$ cat src/rtl/r_mul.sv
// r_mul: iterative radix-2^RADIX_LOG2 shift-add multiplier computing {p_hi,p_lo} = a*b (+ acc).
// Build option: define R_MUL_ACC_EN to add acc_i into the product; undefined ties the addend to zero.
module r_mul #(
  parameter int N_BITS     = 32,
  parameter int RADIX_LOG2 = 2
) (
  input  logic              clk_i,
  input  logic              rst_n_i,
  input  logic              start_i,
  input  logic [N_BITS-1:0] a_i,
  input  logic [N_BITS-1:0] b_i,
  input  logic [N_BITS-1:0] acc_i,
  output logic [N_BITS-1:0] p_lo_o,
  output logic [N_BITS-1:0] p_hi_o,
  output logic              valid_o,
  output logic              busy_o
);

  localparam int N_STAGES = N_BITS / RADIX_LOG2;
  localparam int CNT_W    = (N_STAGES > 1) ? $clog2(N_STAGES) : 1;
  localparam int SUM_W    = N_BITS + RADIX_LOG2;
  localparam logic [CNT_W-1:0] LAST_CNT = CNT_W'(N_STAGES - 1);

  typedef enum logic [1:0] {
    IDLE   = 2'd0,
    EXEC   = 2'd1,
    FINISH = 2'd2
  } state_t;

  state_t              r_state;
  logic [CNT_W-1:0]    r_cnt;
  logic [N_BITS-1:0]   r_a;
  logic [2*N_BITS-1:0] r_acc;

  logic [N_BITS-1:0]     w_addend;
  logic [RADIX_LOG2-1:0] w_digit;
  logic [SUM_W-1:0]      w_pp_term [RADIX_LOG2];
  logic [SUM_W-1:0]      w_pp;
  logic [SUM_W-1:0]      w_sum;
  logic [2*N_BITS-1:0]   w_acc_next;
  logic [2*N_BITS-1:0]   w_acc_init;

`ifdef R_MUL_ACC_EN
  assign w_addend = acc_i;
`else
  logic w_unused_acc;
  assign w_unused_acc = ^acc_i;
  assign w_addend     = '0;
`endif

  // Upper half starts with the addend: after N_STAGES right shifts it lands in the low half,
  // so the addition costs no extra cycle. Lower half starts with b and is consumed LSB first.
  assign w_acc_init = {w_addend, b_i};
  assign w_digit    = r_acc[RADIX_LOG2-1:0];

  generate
    for (genvar gi = 0; gi < RADIX_LOG2; gi++) begin : g_pp
      assign w_pp_term[gi] = w_digit[gi] ? (SUM_W'(r_a) << gi) : '0;
    end
  endgenerate

  always_comb begin
    w_pp = '0;
    for (int i = 0; i < RADIX_LOG2; i++) begin
      w_pp = w_pp + w_pp_term[i];
    end
  end

  // hi + a*digit <= (2^N-1)*2^R, so SUM_W bits never overflow.
  assign w_sum      = SUM_W'(r_acc[2*N_BITS-1:N_BITS]) + w_pp;
  assign w_acc_next = {w_sum, r_acc[N_BITS-1:RADIX_LOG2]};

  always_ff @(posedge clk_i or negedge rst_n_i) begin
    if (!rst_n_i) begin
      r_state <= IDLE;
      r_cnt   <= '0;
      r_a     <= '0;
      r_acc   <= '0;
      p_lo_o  <= '0;
      p_hi_o  <= '0;
      valid_o <= 1'b0;
      busy_o  <= 1'b0;
    end else begin
      case (r_state)
        IDLE, FINISH: begin
          valid_o <= 1'b0;
          if (start_i) begin
            r_state <= EXEC;
            busy_o  <= 1'b1;
            r_cnt   <= '0;
            r_a     <= a_i;
            r_acc   <= w_acc_init;
          end else begin
            r_state <= IDLE;
            busy_o  <= 1'b0;
          end
        end
        EXEC: begin
          r_acc <= w_acc_next;
          r_cnt <= (r_cnt == LAST_CNT) ? '0 : r_cnt + 1'b1;
          if (r_cnt == LAST_CNT) begin
            r_state <= FINISH;
            busy_o  <= 1'b0;
            valid_o <= 1'b1;
            p_hi_o  <= w_acc_next[2*N_BITS-1:N_BITS];
            p_lo_o  <= w_acc_next[N_BITS-1:0];
          end
        end
        default: begin
          r_state <= IDLE;
          busy_o  <= 1'b0;
          valid_o <= 1'b0;
        end
      endcase
    end
  end

endmodule
$ cat config.mk
export PLATFORM = sky130hd
export DESIGN_NAME = r_mul
export DESIGN_NICKNAME = d
export VERILOG_FILES = /design/src/rtl/r_mul.sv
export SDC_FILE = /design/constraint.sdc
export NUM_CORES = 1
export LEC_CHECK = 0
export ABC_AREA = 1
export CAP_MARGIN = 15
export CORE_ASPECT_RATIO = 0.75
export CORE_UTILIZATION = 50
export CTS_CLUSTER_SIZE = 14
export DETAILED_ROUTE_END_ITERATION = 6
export PLACE_DENSITY = 0.76
export SYNTH_ARGS = -nofsm -noshare
export SYNTH_HDL_FRONTEND = slang
export SYNTH_SLANG_ARGS = --single-unit
$ cat constraint.sdc
create_clock -name clk_i -period 3.5 [get_ports clk_i]
set_input_delay 0.7 -clock clk_i [delete_from_list [all_inputs] [get_ports clk_i]]
set_output_delay 0.7 -clock clk_i [all_outputs]
set_load 0.005 [all_outputs]
==> results.py, run 1 <==
metrics = {
    "synth": {
        "synth_compound_area_share_pct": 8.56,
        "synth_fp_nets": 1436,
        "synth_seq_cells": 166,
        "synth-xor-area-share_pct": 1.31,
        "synthSimpleGateAreaFrac_pct": 24.1,
        "synthesis.instances": 1271,
        "seq_area_frac_synth_pct": 41.4,
        "synth_cell_types": 35,
        "synth_area_mm2": 0.0100,
        "ys_warn_count": 0,
        "synth_mux_area_share_pct": 3.59,
        "yosys.area_share.adder_pct": 10.6,
        "synth_top_family_by_area": "simple AND/OR/NAND/NOR gates",
        "avgSynthCellArea_um2": 7.89,
    },
    "sta": {
        "relSlewSlack_pct": 39.5,
        "period_needed_ps": 3160,
        "worst_pin_slew_ps": 907,
        "slew_violations": 0,
        "setup_violations": 0,
        "rsz0062_at_grt": "false",
        "finalSetupTns_ps": 0,
        "max_freq_ghz": 0.317,
        "final-hold-violation-count": 0,
        "finalCritPeriodShare_pct": 90.2,
        "clock_skew_ps": 15.5,
    },
    "clock_tree": {
        "cts-root-buf": "clkbuf_16",
        "post-cts-setup-buffer-count": 0,
        "cts_buffer_depth": 2,
        "htreeDepth": 4,
        "clock-sinks": 166,
        "cts_resized": 0,
        "cts_hold_buffers": 0,
        "cts.reportedPaths.clkPinSlew_ps": 80,
        "cts_tree": "done",
        "clk_latency_ps": 450,
        "cts_inserted_buffers": 17,
    },
    "global_routing": {
        "use_met2_pct": 37.8,
        "grt_pass1_wl_um": 41800,
        "grt_most_used_layer": "met1",
        "grt_pass1_vias": 8279,
        "grtUsageTotal_pct": 26.2,
        "met3_usage_pct": 7.06,
        "overflow": 0,
        "use_met1_pct": 39.2,
        "antenna_found_initial": 1,
        "grt_max_degree": 75,
    },
    "critical_path": {
        "endpoint_kind": "flop",
        "cp.required_ps": 3870,
        "path_delay_family": "adder cells",
        "criticalPathCategory": "reg2reg",
        "startpoint_type": "flop",
        "path_buf_inv": 1,
        "arrival_ps": 3530,
        "cp_common_cell": "nand3_1",
        "worst_path_max_delay_cell": "dfrtp_1",
        "crit_chain": "nand2_1 -> fa_1 -> inv_1 -> ha_1 -> fa_1 -> nand3_1 -> nand3_1 -> nand3_1 -> nand3_1 -> nand3_1 -> nand2_1 -> nand2_1 -> nand3_1 -> nand2_1",
        "cp_max_fo": 10,
        "max_stage_delay_ps": 600,
    },
    "detailed_routing": {
        "drt-initial-drc-count": 745,
        "first_pass_iters": 7,
        "final_antenna_net_count": 0,
        "drc": 19,
        "wl_per_cell_um": 15.2,
        "vias_per_cell": 5.13,
        "routed_wl_um": 25200,
        "num_vias": 8505,
    },
    "floorplanning": {
        "pin_count": 165,
        "fp.dieArea_mm2": 0.0206,
        "die_width_um": 166,
        "start_util_pct": 51.5,
        "rows": 44,
        "core-area_mm2": 0.0195,
        "die_h_um": 125,
    },
    "final_layout": {
        "syn_to_final_growth_pct": 21.7,
        "fill_cells": 1711,
        "multi_input_area_mm2": 0.00483,
        "antenna_cells": 0,
        "drive_gt1_share_pct": 7.69,
        "nNetsFinal": 1557,
        "final_util_pct": 62.7,
        "regArea_mm2": 0.00415,
    },
    "flow_run": {
        "maxCapViolCount": 0,
    },
    "placed_design": {
        "port_buffers": 132,
        "dpl.hpwl_um": 18700,
        "globalplace.congestion": 0.979,
    },
    "status": {
        "outcome": "finished, violations left",
        "violations": "DRC",
    },
    "hold_path": {
        "hold_class": "in2async",
    },
}
[worst paths after layout]
check	cells past startpoint	start	slack (ps)	to
hold reg to reg	2	p_lo_o[31]	480	p_lo_o[31]
min in group clk_i	2	p_lo_o[31]	480	p_lo_o[31]
hold / removal	1	rst_n_i	280	r_acc[36]
setup / recovery	14	r_acc[1]	340	r_acc[51]
max in group asynchronous	2	rst_n_i	2370	r_a[18]
setup reg to reg	14	r_acc[1]	340	r_acc[51]
[area by class of cell]
class / count / area share (%)
clock buffer: 17 / 3.48
clock inverter: 15 / 1.77
inverter: 216 / 6.64
multi-input combinational: 845 / 39.6
sequential: 166 / 34.0
tap: 253 / 2.59
timing repair buffer: 146 / 11.9
[state kept, by name (all words and copies together) (netlist names)]
name and flops:
r_cnt 4, r_a 32, valid_o 1, p_lo_o 32
p_hi_o 32, r_state 1, r_acc 64
[synth_stat cells, drive strengths merged]
library cell	n	share of area [%]
inv	215	8.0
buf	23	1.5
ha	34	4.2
a21oi	22	1.1
a21o	1	0.075
a31oi	1	0.062
nor2	67	2.7
o21bai	3	0.22
o22ai	15	0.94
mux2	32	3.6
a221oi	17	2.5
xor2	4	0.35
or2	2	0.12
nand3b	3	0.22
nand3	65	3.3
clkinv	1	0.037
clkbuf	21	0.79
nor3	23	1.1
o21ai	73	3.6
dfrtp	166	41
xnor2	11	0.96
fa	32	6.4
nand4	3	0.19
nand2	437	16
[logic make-up (layout without fill, tap and decap cells)]
family	Yosys count	after routing
fa+ha+maj	66	66
mux	32	32
simple gates	600	600
xor+xnor	15	15
buf+inv	260	394
flops	166	166
compound gates	132	132
[per-stage QoR]
| step | hold WS (ps) | setup slack (ps) | area, µm² | instances |
|---|---|---|---|---|
| floorplan | 404 | 531 | 10000 | 1271 |
| global placement | 458 | 449 | 11600 | 1626 |
| detailed placement | 461 | 386 | 11600 | 1626 |
| CTS | 306 | 379 | 12200 | 1658 |
| global route | 317 | 45.4 | 12200 | 1658 |
| finish | 275 | 342 | 12200 | 1658 |
[cell usage in the layout (no fill, tap or decap), drive strengths merged]
master         instances
nand3                 65
clkinv                 9
or2                    2
inv                  222
nor2                  67
a31oi                  1
o21bai                 3
nor3                  23
clkdlybuf4s50        131
o21ai                 73
ha                    34
dfrtp                166
nand2                437
buf                   15
clkbuf                17
a21o                   1
nand4                  3
xor2                   4
a21oi                 22
mux2                  32
nand3b                 3
a221oi                17
o22ai                 15
fa                    32
xnor2                 11
[layer usage]
| layer | wire length (µm) | share of wire (%) |
|---|---|---|
| met2 | 10700 | 42 |
| met5 | 13 | 0.051 |
| met1 | 12200 | 48 |
| met4 | 190 | 0.75 |
| met3 | 2170 | 8.6 |
Power of run 1 is left out: the tool's default activity adds up to more than one toggle a clock period on the data nets, which glitch-free logic cannot reach.
==> inputs of run 2 (changes only) <==
- clock period: 3.5 -> 3.42 ns (I/O delays scaled with it)
==> results.py, run 2 (synthesized netlist as in run 1, its figures left out) <==
metrics = {
    "status": {
        "outcome": "finished, violations left",
        "violations": "DRC",
    },
    "critical_path": {
        "startpoint_type": "flop",
        "endpoint_kind": "flop",
        "path_delay_family": "simple AND/OR/NAND/NOR gates",
        "cp.required_ps": 3730,
        "cp_max_fo": 9,
        "crit_chain": "nand2_1 -> fa_1 -> inv_1 -> ha_1 -> fa_1 -> nand3_1 -> nand3_1 -> nand2_1 -> nand2_1 -> nand2_1 -> nand2_1 -> or2_1 -> nand3_1 -> nand2_1",
        "crit-reg2reg-launch": "r_acc[1]",
        "worst_path_max_delay_cell": "dfrtp_1",
        "criticalPathCategory": "reg2reg",
        "arrival_ps": 3510,
        "max_stage_delay_ps": 580,
        "r2r_setup_slack_ps": 230,
        "worstReg2RegEnd": "r_acc[47]",
        "cp_common_cell": "nand2_1",
        "path_buf_inv": 1,
        "rr_worst_depth": 14,
    },
    "detailed_routing": {
        "drc": 18,
        "wl_per_cell_um": 15.4,
        "first_pass_iters": 7,
        "routed_wl_um": 25500,
        "vias_per_cell": 5.10,
        "drt-initial-drc-count": 678,
        "num_vias": 8463,
        "final_antenna_net_count": 0,
    },
    "sta": {
        "period_needed_ps": 3190,
        "max_freq_ghz": 0.313,
        "finalCritPeriodShare_pct": 93.4,
        "rsz0062_at_grt": "false",
        "worst_pin_slew_ps": 891,
        "slew_violations": 0,
        "relSlewSlack_pct": 40.6,
        "worst_slack_ps": 226,
        "final-hold-violation-count": 0,
        "clock_skew_ps": 12.7,
        "setup_violations": 0,
        "finalSetupTns_ps": 0,
    },
    "final_layout": {
        "top_register": "r_acc",
        "regArea_mm2": 0.00415,
        "multi_input_area_mm2": 0.00483,
        "drive_gt1_share_pct": 7.69,
        "mostFrequentLayoutCell": "nand2_1",
        "syn_to_final_growth_pct": 21.6,
        "layout_common_cells": "nand2_1, inv_1, dfrtp_1",
        "fill_cells": 1700,
        "largest_reg_flops": 64,
        "nNetsFinal": 1557,
        "antenna_cells": 0,
    },
    "clock_tree": {
        "clk_latency_ps": 440,
        "htreeDepth": 4,
        "cts-root-buf": "clkbuf_16",
        "cts_hold_buffers": 0,
        "cts_resized": 0,
        "cts_inserted_buffers": 17,
        "cts.reportedPaths.clkPinSlew_ps": 80,
        "clock-sinks": 166,
        "cts_tree": "done",
        "cts_buffer_depth": 2,
        "post-cts-setup-buffer-count": 0,
    },
    "global_routing": {
        "grtUsageTotal_pct": 26.8,
        "grt_pass1_vias": 8432,
        "overflow": 0,
        "grt_max_degree": 76,
        "grt_pass1_wl_um": 42800,
        "antenna_found_initial": 0,
    },
    "hold_path": {
        "hold_class": "in2async",
    },
    "floorplanning": {
        "die_width_um": 166,
        "core-area_mm2": 0.0195,
        "start_util_pct": 51.5,
        "rows": 44,
        "fp.dieArea_mm2": 0.0206,
        "pin_count": 165,
        "die_h_um": 125,
    },
    "flow_run": {
        "maxCapViolCount": 0,
    },
    "placed_design": {
        "globalplace.congestion": 0.966,
        "dpl.hpwl_um": 19000,
        "dp_slack_ps": 264,
        "port_buffers": 132,
    },
}
==> run 2: changes by cell type in the layout (fill, tap and decap cells not counted) <==
cell and delta:
inv_8 +3, clkinv_4 +1, clkinv_8 -1, inv_12 -2, clkinvlp_4 +1, inv_6 -2
==> run 2: through the flow <==
step / instance area, µm² / hold WS [ps] / util (%) / std cells
after CTS: 12200 / 226 / 62.6 / 1658
after global placement: 11600 / 465 / 59.4 / 1626
after global routing: 12200 / 240 / 62.6 / 1658
final: 12200 / 213 / 62.6 / 1658
after floorplan: 10000 / 388 / - / 1271
after detailed placement: 11600 / 468 / 59.4 / 1626
==> run 2: cell type report <==
type / count / area share (%)
clock buffer: 17 / 3.49
clock inverter: 15 / 1.64
inverter: 216 / 6.65
multi-input combinational: 845 / 39.6
sequential: 166 / 34.1
tap: 253 / 2.60
timing repair buffer: 146 / 11.9
==> run 2: worst max path at each step <==
stage                  to  depth (start not counted)     start
2_1_floorplan  p_hi_o[15]                         16  r_acc[1]
3_3_place_gp    r_acc[47]                         14  r_acc[1]
3_5_place_dp    r_acc[47]                         14  r_acc[1]
4_1_cts         r_acc[47]                         14  r_acc[1]
5_1_grt         r_acc[47]                         14  r_acc[1]
6_report        r_acc[47]                         14  r_acc[1]
==> run 2: routing by layer <==
metal	up-vias	track usage [%]	wire length [µm]
met5	-	0	0
met1	3984	40.9	12600
met2	244	38.6	10700
met4	0	6.47	374
met3	30	5.43	1800
li1	4205	-	-
Power of run 2 is left out for the same reason.
==> inputs of run 3 (changes only) <==
- CTS_BUF_LIST: unset -> sky130_fd_sc_hd__clkbuf_4 sky130_fd_sc_hd__clkbuf_8
==> results.py, run 3 (synthesized netlist as in run 1, its figures left out) <==
metrics = {
    "global_routing": {
        "grt_pass1_wl_um": 42500,
        "grtUsageTotal_pct": 26.7,
        "antenna_found_initial": 0,
        "grt_max_degree": 76,
        "grt_pass1_vias": 8352,
        "overflow": 0,
    },
    "critical_path": {
        "crit-reg2reg-launch": "r_acc[1]",
        "max_stage_delay_ps": 590,
        "worst_path_max_delay_cell": "dfrtp_1",
        "cp_common_cell": "nand2_1",
        "criticalPathCategory": "reg2reg",
        "r2r_setup_slack_ps": 220,
        "arrival_ps": 3560,
        "rr_worst_depth": 14,
        "worstReg2RegEnd": "r_acc[47]",
        "crit_chain": "nand2_1 -> fa_1 -> inv_1 -> ha_1 -> fa_1 -> nand3_1 -> nand3_1 -> nand2_1 -> nand2_1 -> nand2_1 -> nand2_1 -> or2_1 -> nand3_1 -> nand2_1",
        "cp.required_ps": 3780,
        "startpoint_type": "flop",
        "cp_max_fo": 9,
        "endpoint_kind": "flop",
    },
    "final_layout": {
        "mostFrequentLayoutCell": "nand2_1",
        "layout_common_cells": "nand2_1, inv_1, dfrtp_1",
        "largest_reg_flops": 64,
        "antenna_cells": 0,
        "nNetsFinal": 1557,
        "drive_gt1_share_pct": 7.69,
        "top_register": "r_acc",
        "syn_to_final_growth_pct": 19.7,
    },
    "sta": {
        "finalCritPeriodShare_pct": 93.5,
        "rsz0062_at_grt": "false",
        "slew_violations": 0,
        "worst_pin_slew_ps": 896,
        "relSlewSlack_pct": 40.3,
        "finalSetupTns_ps": 0,
        "max_freq_ghz": 0.313,
        "period_needed_ps": 3200,
        "clock_skew_ps": 19.5,
        "final-hold-violation-count": 0,
        "setup_violations": 0,
    },
    "detailed_routing": {
        "wl_met1_um": 12500,
        "top_layer_used": "met4",
        "first_pass_iters": 7,
        "routed_wl_um": 25300,
        "wl_met3_um": 1810,
        "final_antenna_net_count": 0,
        "drt-initial-drc-count": 803,
        "vias_per_cell": 5.13,
        "drc": 18,
        "wl_met2_um": 10600,
        "wl_per_cell_um": 15.3,
        "num_vias": 8508,
    },
    "placed_design": {
        "dpl.hpwl_um": 19000,
        "globalplace.congestion": 0.966,
        "port_buffers": 132,
    },
    "status": {
        "outcome": "finished, violations left",
        "violations": "DRC",
    },
    "floorplanning": {
        "start_util_pct": 51.5,
        "pin_count": 165,
        "rows": 44,
        "die_width_um": 166,
        "fp.dieArea_mm2": 0.0206,
        "die_h_um": 125,
        "core-area_mm2": 0.0195,
    },
    "clock_tree": {
        "htreeDepth": 4,
        "clock-sinks": 166,
        "cts_hold_buffers": 0,
        "cts.reportedPaths.clkPinSlew_ps": 110,
        "cts-root-buf": "clkbuf_8",
        "post-cts-setup-buffer-count": 0,
        "cts_tree": "done",
        "cts_inserted_buffers": 17,
        "clk_latency_ps": 490,
        "cts_resized": 0,
        "cts_buffer_depth": 2,
    },
    "flow_run": {
        "maxCapViolCount": 0,
    },
    "hold_path": {
        "hold_class": "in2async",
    },
}
run 3: area by class of cell:
cell class / count / area (µm²)
Fill cell: 1731 / 7490
Multi-Input combinational cell: 845 / 4830
Sequential cell: 166 / 4150
Timing Repair Buffer: 146 / 1450
Inverter: 216 / 811
Tap cell: 253 / 317
Clock buffer: 17 / 234
Clock inverter: 15 / 200
run 3: metrics by stage:
stage,instances,util [%],instance area [µm²],worst slack (ps),hold slack (ps)
after floorplan,1271,-,10000,451,388
after global placement,1626,59.4,11600,354,465
after detailed placement,1626,59.4,11600,264,468
after CTS,1658,61.6,12000,240,149
after global routing,1658,61.6,12000,36.7,161
final,1658,61.6,12000,224,152
run 3: how the worst max path moves through the flow:
stage / start / to / slack (ps)
after CTS: r_acc[1] / r_acc[47] / 240
after detailed placement: r_acc[1] / r_acc[47] / 260
after global routing: r_acc[1] / r_acc[47] / 40
after floorplan: r_acc[1] / p_hi_o[15] / 450
after global placement: r_acc[1] / r_acc[47] / 350
final: r_acc[1] / r_acc[47] / 220
run 3: metal layers:
layer,track usage [%],vias up
li1,-,4198
met1,41.0,4022
met2,38.2,256
met3,5.26,32
met4,7.06,0
met5,0,-
run 3: critical path, delay by kind of cell (launching register included):
kind	cells	cell delay (ps)
buffers and inverters	1	40
adders and majority gates	3	1220
DFF	1	590
and+or+nand+nor	10	1210
Power of run 3 is left out for the same reason.
